==> src/rtl/mem_game_pkg.sv <==
// Shared types and constants for the 4x4 memory-card game sequencer.
package mem_game_pkg;

  localparam int unsigned N_CARDS = 16;
  localparam int unsigned GRID    = 4;
  localparam int unsigned IDX_W   = 4;
  localparam int unsigned ID_W    = 3;

  localparam logic [47:0] DEFAULT_LAYOUT = 48'hFAC688_FAC688;

  typedef enum logic [2:0] {
    PICK1,
    PICK2,
    SHOW,
    EVAL,
    WON
  } state_e;

  // Pair id of card idx: 3-bit field idx of the layout word.
  function automatic logic [ID_W-1:0] pair_id(input logic [47:0] layout,
                                              input logic [IDX_W-1:0] idx);
    logic [5:0] base;
    base = 6'(idx) * 6'd3;
    return layout[base +: 3];
  endfunction

endpackage

==> src/rtl/memory_game_ctrl_btn_edge.sv <==
// Registered rising-edge pulse from a debounced button level.
module btn_edge (
  input  logic clk,
  input  logic reset,
  input  logic btn_i,
  output logic pulse_o
);

  logic prev_q;
  logic pulse_q;

  always_ff @(posedge clk) begin
    if (reset) begin
      prev_q  <= 1'b0;
      pulse_q <= 1'b0;
    end else begin
      prev_q  <= btn_i;
      pulse_q <= btn_i & ~prev_q;
    end
  end

  assign pulse_o = pulse_q;

endmodule

==> src/rtl/memory_game_ctrl.sv <==
// Memory-card game sequencer: cursor, two-pick selection, timed reveal,
// then match-keep or flip-back of the picked pair.
module memory_game_ctrl
  import mem_game_pkg::*;
#(
  parameter int unsigned SHOW_CYCLES = 25_000_000,
  parameter logic [47:0] LAYOUT      = DEFAULT_LAYOUT
) (
  input  logic                 clk,
  input  logic                 reset,
  input  logic                 btn_up,
  input  logic                 btn_down,
  input  logic                 btn_left,
  input  logic                 btn_right,
  input  logic                 btn_sel,
  output logic [IDX_W-1:0]     cursor,
  output logic [N_CARDS-1:0]   face_up,
  output logic [N_CARDS-1:0]   matched,
  output logic [7:0]           moves,
  output logic                 busy,
  output logic                 won
);

  localparam int unsigned TIMER_W = $clog2(SHOW_CYCLES);

  logic up_e, down_e, left_e, right_e, sel_e;

  btn_edge u_up    (.clk(clk), .reset(reset), .btn_i(btn_up),    .pulse_o(up_e));
  btn_edge u_down  (.clk(clk), .reset(reset), .btn_i(btn_down),  .pulse_o(down_e));
  btn_edge u_left  (.clk(clk), .reset(reset), .btn_i(btn_left),  .pulse_o(left_e));
  btn_edge u_right (.clk(clk), .reset(reset), .btn_i(btn_right), .pulse_o(right_e));
  btn_edge u_sel   (.clk(clk), .reset(reset), .btn_i(btn_sel),   .pulse_o(sel_e));

  state_e               state_q;
  logic [TIMER_W-1:0]   timer_q;
  logic [IDX_W-1:0]     cursor_q, cursor_d;
  logic [N_CARDS-1:0]   face_up_q, matched_q;
  logic [7:0]           moves_q;
  logic                 won_q;
  logic [IDX_W-1:0]     first_q, second_q;

  logic [N_CARDS-1:0]   pair_mask;
  logic [N_CARDS-1:0]   matched_next;
  logic                 is_pair;
  logic [7:0]           moves_inc;

  // One direction per cycle, up > down > left > right, wrapping in row/column.
  always_comb begin
    cursor_d = cursor_q;
    if (state_q != WON) begin
      if (up_e)         cursor_d = {cursor_q[3:2] - 2'd1, cursor_q[1:0]};
      else if (down_e)  cursor_d = {cursor_q[3:2] + 2'd1, cursor_q[1:0]};
      else if (left_e)  cursor_d = {cursor_q[3:2], cursor_q[1:0] - 2'd1};
      else if (right_e) cursor_d = {cursor_q[3:2], cursor_q[1:0] + 2'd1};
    end
  end

  always_comb begin
    pair_mask    = (N_CARDS'(1) << first_q) | (N_CARDS'(1) << second_q);
    matched_next = matched_q | pair_mask;
    is_pair      = (pair_id(LAYOUT, first_q) == pair_id(LAYOUT, second_q));
    moves_inc    = (moves_q == 8'hFF) ? moves_q : moves_q + 8'd1;
  end

  always_ff @(posedge clk) begin
    if (reset) begin
      state_q   <= PICK1;
      timer_q   <= '0;
      cursor_q  <= '0;
      face_up_q <= '0;
      matched_q <= '0;
      moves_q   <= '0;
      won_q     <= 1'b0;
      first_q   <= '0;
      second_q  <= '0;
    end else begin
      cursor_q <= cursor_d;
      // Picks always use the pre-move cursor.
      unique case (state_q)
        PICK1: begin
          if (sel_e && !face_up_q[cursor_q]) begin
            face_up_q[cursor_q] <= 1'b1;
            first_q             <= cursor_q;
            state_q             <= PICK2;
          end
        end
        PICK2: begin
          if (sel_e && !face_up_q[cursor_q]) begin
            face_up_q[cursor_q] <= 1'b1;
            second_q            <= cursor_q;
            moves_q             <= moves_inc;
            timer_q             <= '0;
            state_q             <= SHOW;
          end
        end
        SHOW: begin
          if (timer_q == TIMER_W'(SHOW_CYCLES - 1)) state_q <= EVAL;
          else                                      timer_q <= timer_q + TIMER_W'(1);
        end
        EVAL: begin
          if (is_pair) begin
            matched_q <= matched_next;
            if (matched_next == '1) begin
              face_up_q <= '1;
              won_q     <= 1'b1;
              state_q   <= WON;
            end else begin
              state_q <= PICK1;
            end
          end else begin
            face_up_q <= face_up_q & ~pair_mask;
            state_q   <= PICK1;
          end
        end
        WON: ;
        default: state_q <= PICK1;
      endcase
    end
  end

  assign cursor  = cursor_q;
  assign face_up = face_up_q;
  assign matched = matched_q;
  assign moves   = moves_q;
  assign won     = won_q;
  assign busy    = (state_q == SHOW) || (state_q == EVAL);

endmodule

==> config.mk <==
export PLATFORM = sky130hd
export DESIGN_NAME = memory_game_ctrl
export DESIGN_NICKNAME = d
export VERILOG_FILES = /design/src/rtl/mem_game_pkg.sv /design/src/rtl/memory_game_ctrl_btn_edge.sv /design/src/rtl/memory_game_ctrl.sv
export SDC_FILE = /design/constraint.sdc
export NUM_CORES = 1
export LEC_CHECK = 0
export CORE_AREA = 2 2 102 94
export CTS_CLUSTER_DIAMETER = 60
export DETAILED_ROUTE_END_ITERATION = 8
export DIE_AREA = 0 0 104 96
export PLACE_DENSITY = 0.79
export SYNTH_ARGS = -nofsm -noshare
export SYNTH_HDL_FRONTEND = slang
export SYNTH_HIERARCHICAL = 1
export SYNTH_SLANG_ARGS = --single-unit
==> constraint.sdc <==
create_clock -name clk -period 2.9 [get_ports clk]
set_input_delay 0.29 -clock clk [delete_from_list [all_inputs] [get_ports clk]]
set_output_delay 0.29 -clock clk [all_outputs]
set_load 0.03 [all_outputs]
==> results by group <==
Layout
  • Non-filler cells, final: between 700 and 800
  • Final instance area: just under 6000 um^2
  • Area delta synth->final: 17.5%
  • Final Core Density: 65.4%
  • Number of diodes: 0
  • Nets: between 600 and 700
  • Share of layout cells above drive strength 1: about 9.8%

Clock network
  • CTS clk-pin slew, worst paths: approximately 0.090 ns
  • CTS H-tree lvls: 3
  • Sink Count: slightly above 90
  • Post-CTS setup buffer count: 0
  • CTS Root Cell: clkbuf_8
  • CTS tree: built
  • Clock latency on the worst-skew pair: approximately 0.37 ns
  • Inserted Clock Buffers: 9
  • Max clock buf depth: 2

Setup path
  • Crit path capture type: flip-flop
  • Arrival time at the worst endpoint: 2.86 ns
  • Worst Path Max Fanout: 18
  • FF-to-FF setup slack: around 0.26 ns
  • Crit Path Class: flip-flop to flip-flop
  • CP required: 3.12 ns
  • Worst setup SP type: flip-flop
  • Reg2Reg Depth: 7

Drt
  • Vias per cell: ~6
  • DR iter-0 viols: 379
  • Final ANT Viol Nets: 0
  • Router iterations before antenna repair: 6
  • Final WL: around 13000 um
  • Wirelength per Cell: 16.6 um
  • Vias post-DR: ~4700
  • # DRC: 0

Global routing
  • Total track usage: between 20% and 30%
  • Initial antenna violation count: 0
  • Met3 Use GR: 5.62%
  • Most used routing layer: met2
  • M2 GR Usage: about two fifths
  • Largest net degree at the start of global routing: 62
  • Met1 global-route usage: between 30% and 40%
  • Global route overflow: 0
  • Global-route wire length before repair: between 20000 and 25000 um
  • Vias in the first global route: about 4200

Die
  • Chip height: 96 um
  • Full die area: approximately 10000 um^2
  • IO Pins: 53
  • Rows: 33
  • Die Wd: 104 um
  • Starting Density: 55.7%
  • Core Region: 8920 um^2

Timing
  • Final hold slack: 0.410 ns
  • Final worst slack: around 0.26 ns
  • Setup Skew: 0.0106 ns
  • Period utilization: between 90% and 100%
  • Slew HR: roughly 28%
  • Final setup viols: 0
  • Unrepaired setup endpoints after global routing: no
  • Worst Tran Pin Value: about 1.1 ns
  • Max Clk Rate: around 380 MHz
  • Endpoints failing hold: 0
  • Slew Limit Fails: 0
  • Final min period: 2.64 ns

Min path
  • Hold WC Path Type: flip-flop to flip-flop
  • Min-Delay Path Depth: 1

Outcome
  • Outcome: finished clean

Synthesis
  • Synth cell types: between 50 and 60
  • Synth area leader: dfxtp_1
  • Number of synthesized flops with an enable pin: 0
  • Sequential area share after synthesis: 36.7%
  • Async S/R FF share, synth: 0%
  • FF+latch count, synth: 91
  • Cell count after synthesis: 605
  • Area of the mapped netlist: between 4000 and 5000 um^2
  • Syn_area_per_cell: a little over 8 um^2
  • Most used DFF post-synth: dfxtp_1
  • Synth top area cells: dfxtp_1, a21oi_1, or3_1
  • Ys Warns: 6
  • Top cell type's share of synthesized area: a little under two fifths
  • Syn Nets: between 600 and 700

Pwr
  • Sw Ratio: 26.5%
  • Combinational Power Share: between 10 and 15%
  • PD cells: 420 nW/um^2
  • Seq pwr share: roughly 53%
  • Clk pwr share: 36.5%
  • LEAKAGE: approximately 0.002 uW
  • P_sw: approximately 650 uW
  • Internal: ~1800 uW
  • Peak supply drop: roughly 0.32 mV

Flow run
  • Max_cap viols: 0

Placement
  • Placed cell areas: about 5600 um^2
  • HPWL after DPL: approximately 9000 um
  • Placed Cells: between 700 and 800
  • RD Place Congestion: 0.903
  • PortBufs: between 50 and 60
  • Pre-CTS setup slack: -0.0735 ns
==> worst paths after layout <==
kind,from,end
max,second_q[0],face_up[13]
min,u_right/prev_q,u_right/pulse_o
max reg2reg,second_q[0],face_up[13]
min reg2reg,u_right/prev_q,u_right/pulse_o
==> routing by layer <==
layer  part of all wire, %  wire length [um]
met2                    45              5790
met5                     0                 0
met3                   6.8               867
met4                   1.5               188
met1                    47              5960
==> flip-flops by register name (all words and copies together) (netlist names) <==
name / count
u_down/pulse_o: 1
matched: 16
u_sel/prev_q: 1
u_right/pulse_o: 1
first_q: 4
u_sel/pulse_o: 1
moves: 8
state_q: 3
second_q: 4
u_left/pulse_o: 1
u_left/prev_q: 1
won: 1
u_down/prev_q: 1
u_up/prev_q: 1
cursor: 4
u_right/prev_q: 1
u_up/pulse_o: 1
face_up: 16
timer_q: 25
==> synthesized netlist by cell type (12+ instances only) <==
master     count
clkbuf_1      26
a2111oi_0     16
or3_1         41
nand2_1       61
o32ai_1       16
inv_1         40
nor2_1        41
o21a_1        12
a21oi_1       56
o21ai_0       26
nand3_1       20
dfxtp_1       91
==> timing repair <==
| item | 4_1_cts | 5_1_grt |
|---|---|---|
| endpoints found under the setup margin | 1 | 8 |
| resized for setup | 1 | 11 |
| hold buffers | 0 | 0 |
| hold endpoints to repair | 0 | 0 |
==> critical path, stage by stage (launching register included) <==
cell	delay [ns]
dfxtp_1	0.45
nand2_1	0.24
o22ai_1	0.40
o2111a_1	0.27
nand4_4	0.26
a2111oi_0	0.60
buf_4	0.20
o32ai_1	0.07
==> cell families after synthesis <==
kind of cell / count (synthesis) / synth area share [%]
simple gates: 231 / 25.8
compound gates: 173 / 24.0
flops: 91 / 36.7
buf+inv: 83 / 7.21
mux: 12 / 3.28
xor+xnor: 9 / 1.59
fa+ha+maj: 6 / 1.51
==> area by class of cell <==
type,instances,area [um^2]
flip-flops and latches,91,1820
clock inverters,5,61.3
clock buffers,11,141
multi-input cells,431,2830
repair buffers,73,673
fillers,809,3080
well taps,122,153
inverters,40,150
==> placed cells by master (no fill, tap or decap), types with 12 or more instances in the layout <==
cell type	Yosys	routed
or3_1	41	41
o21ai_0	26	26
nand3_1	20	20
a21oi_1	56	56
nand2_1	61	61
buf_4	1	21
o21a_1	12	12
clkdlybuf4s50_1	0	51
inv_1	40	40
o32ai_1	16	16
dfxtp_1	91	90
nor2_1	41	41
==> metrics by stage <==
stage,TNS (ns),power [uW]
after floorplan,0,1500
after global placement,0,1570
after detailed placement,-0.0735,1570
after CTS,0,2460
after global routing,0,2540
final,0,2450
==> power by group through the flow <==
stage,Combinational (uW),Sequential (uW),Clock [uW]
after floorplan,170,1330,0
after global placement,235,1330,0
after detailed placement,241,1330,0
after CTS,244,1300,908
after global routing,274,1310,955
final,249,1310,894
No activity file was read; power rests on OpenSTA's default activity.
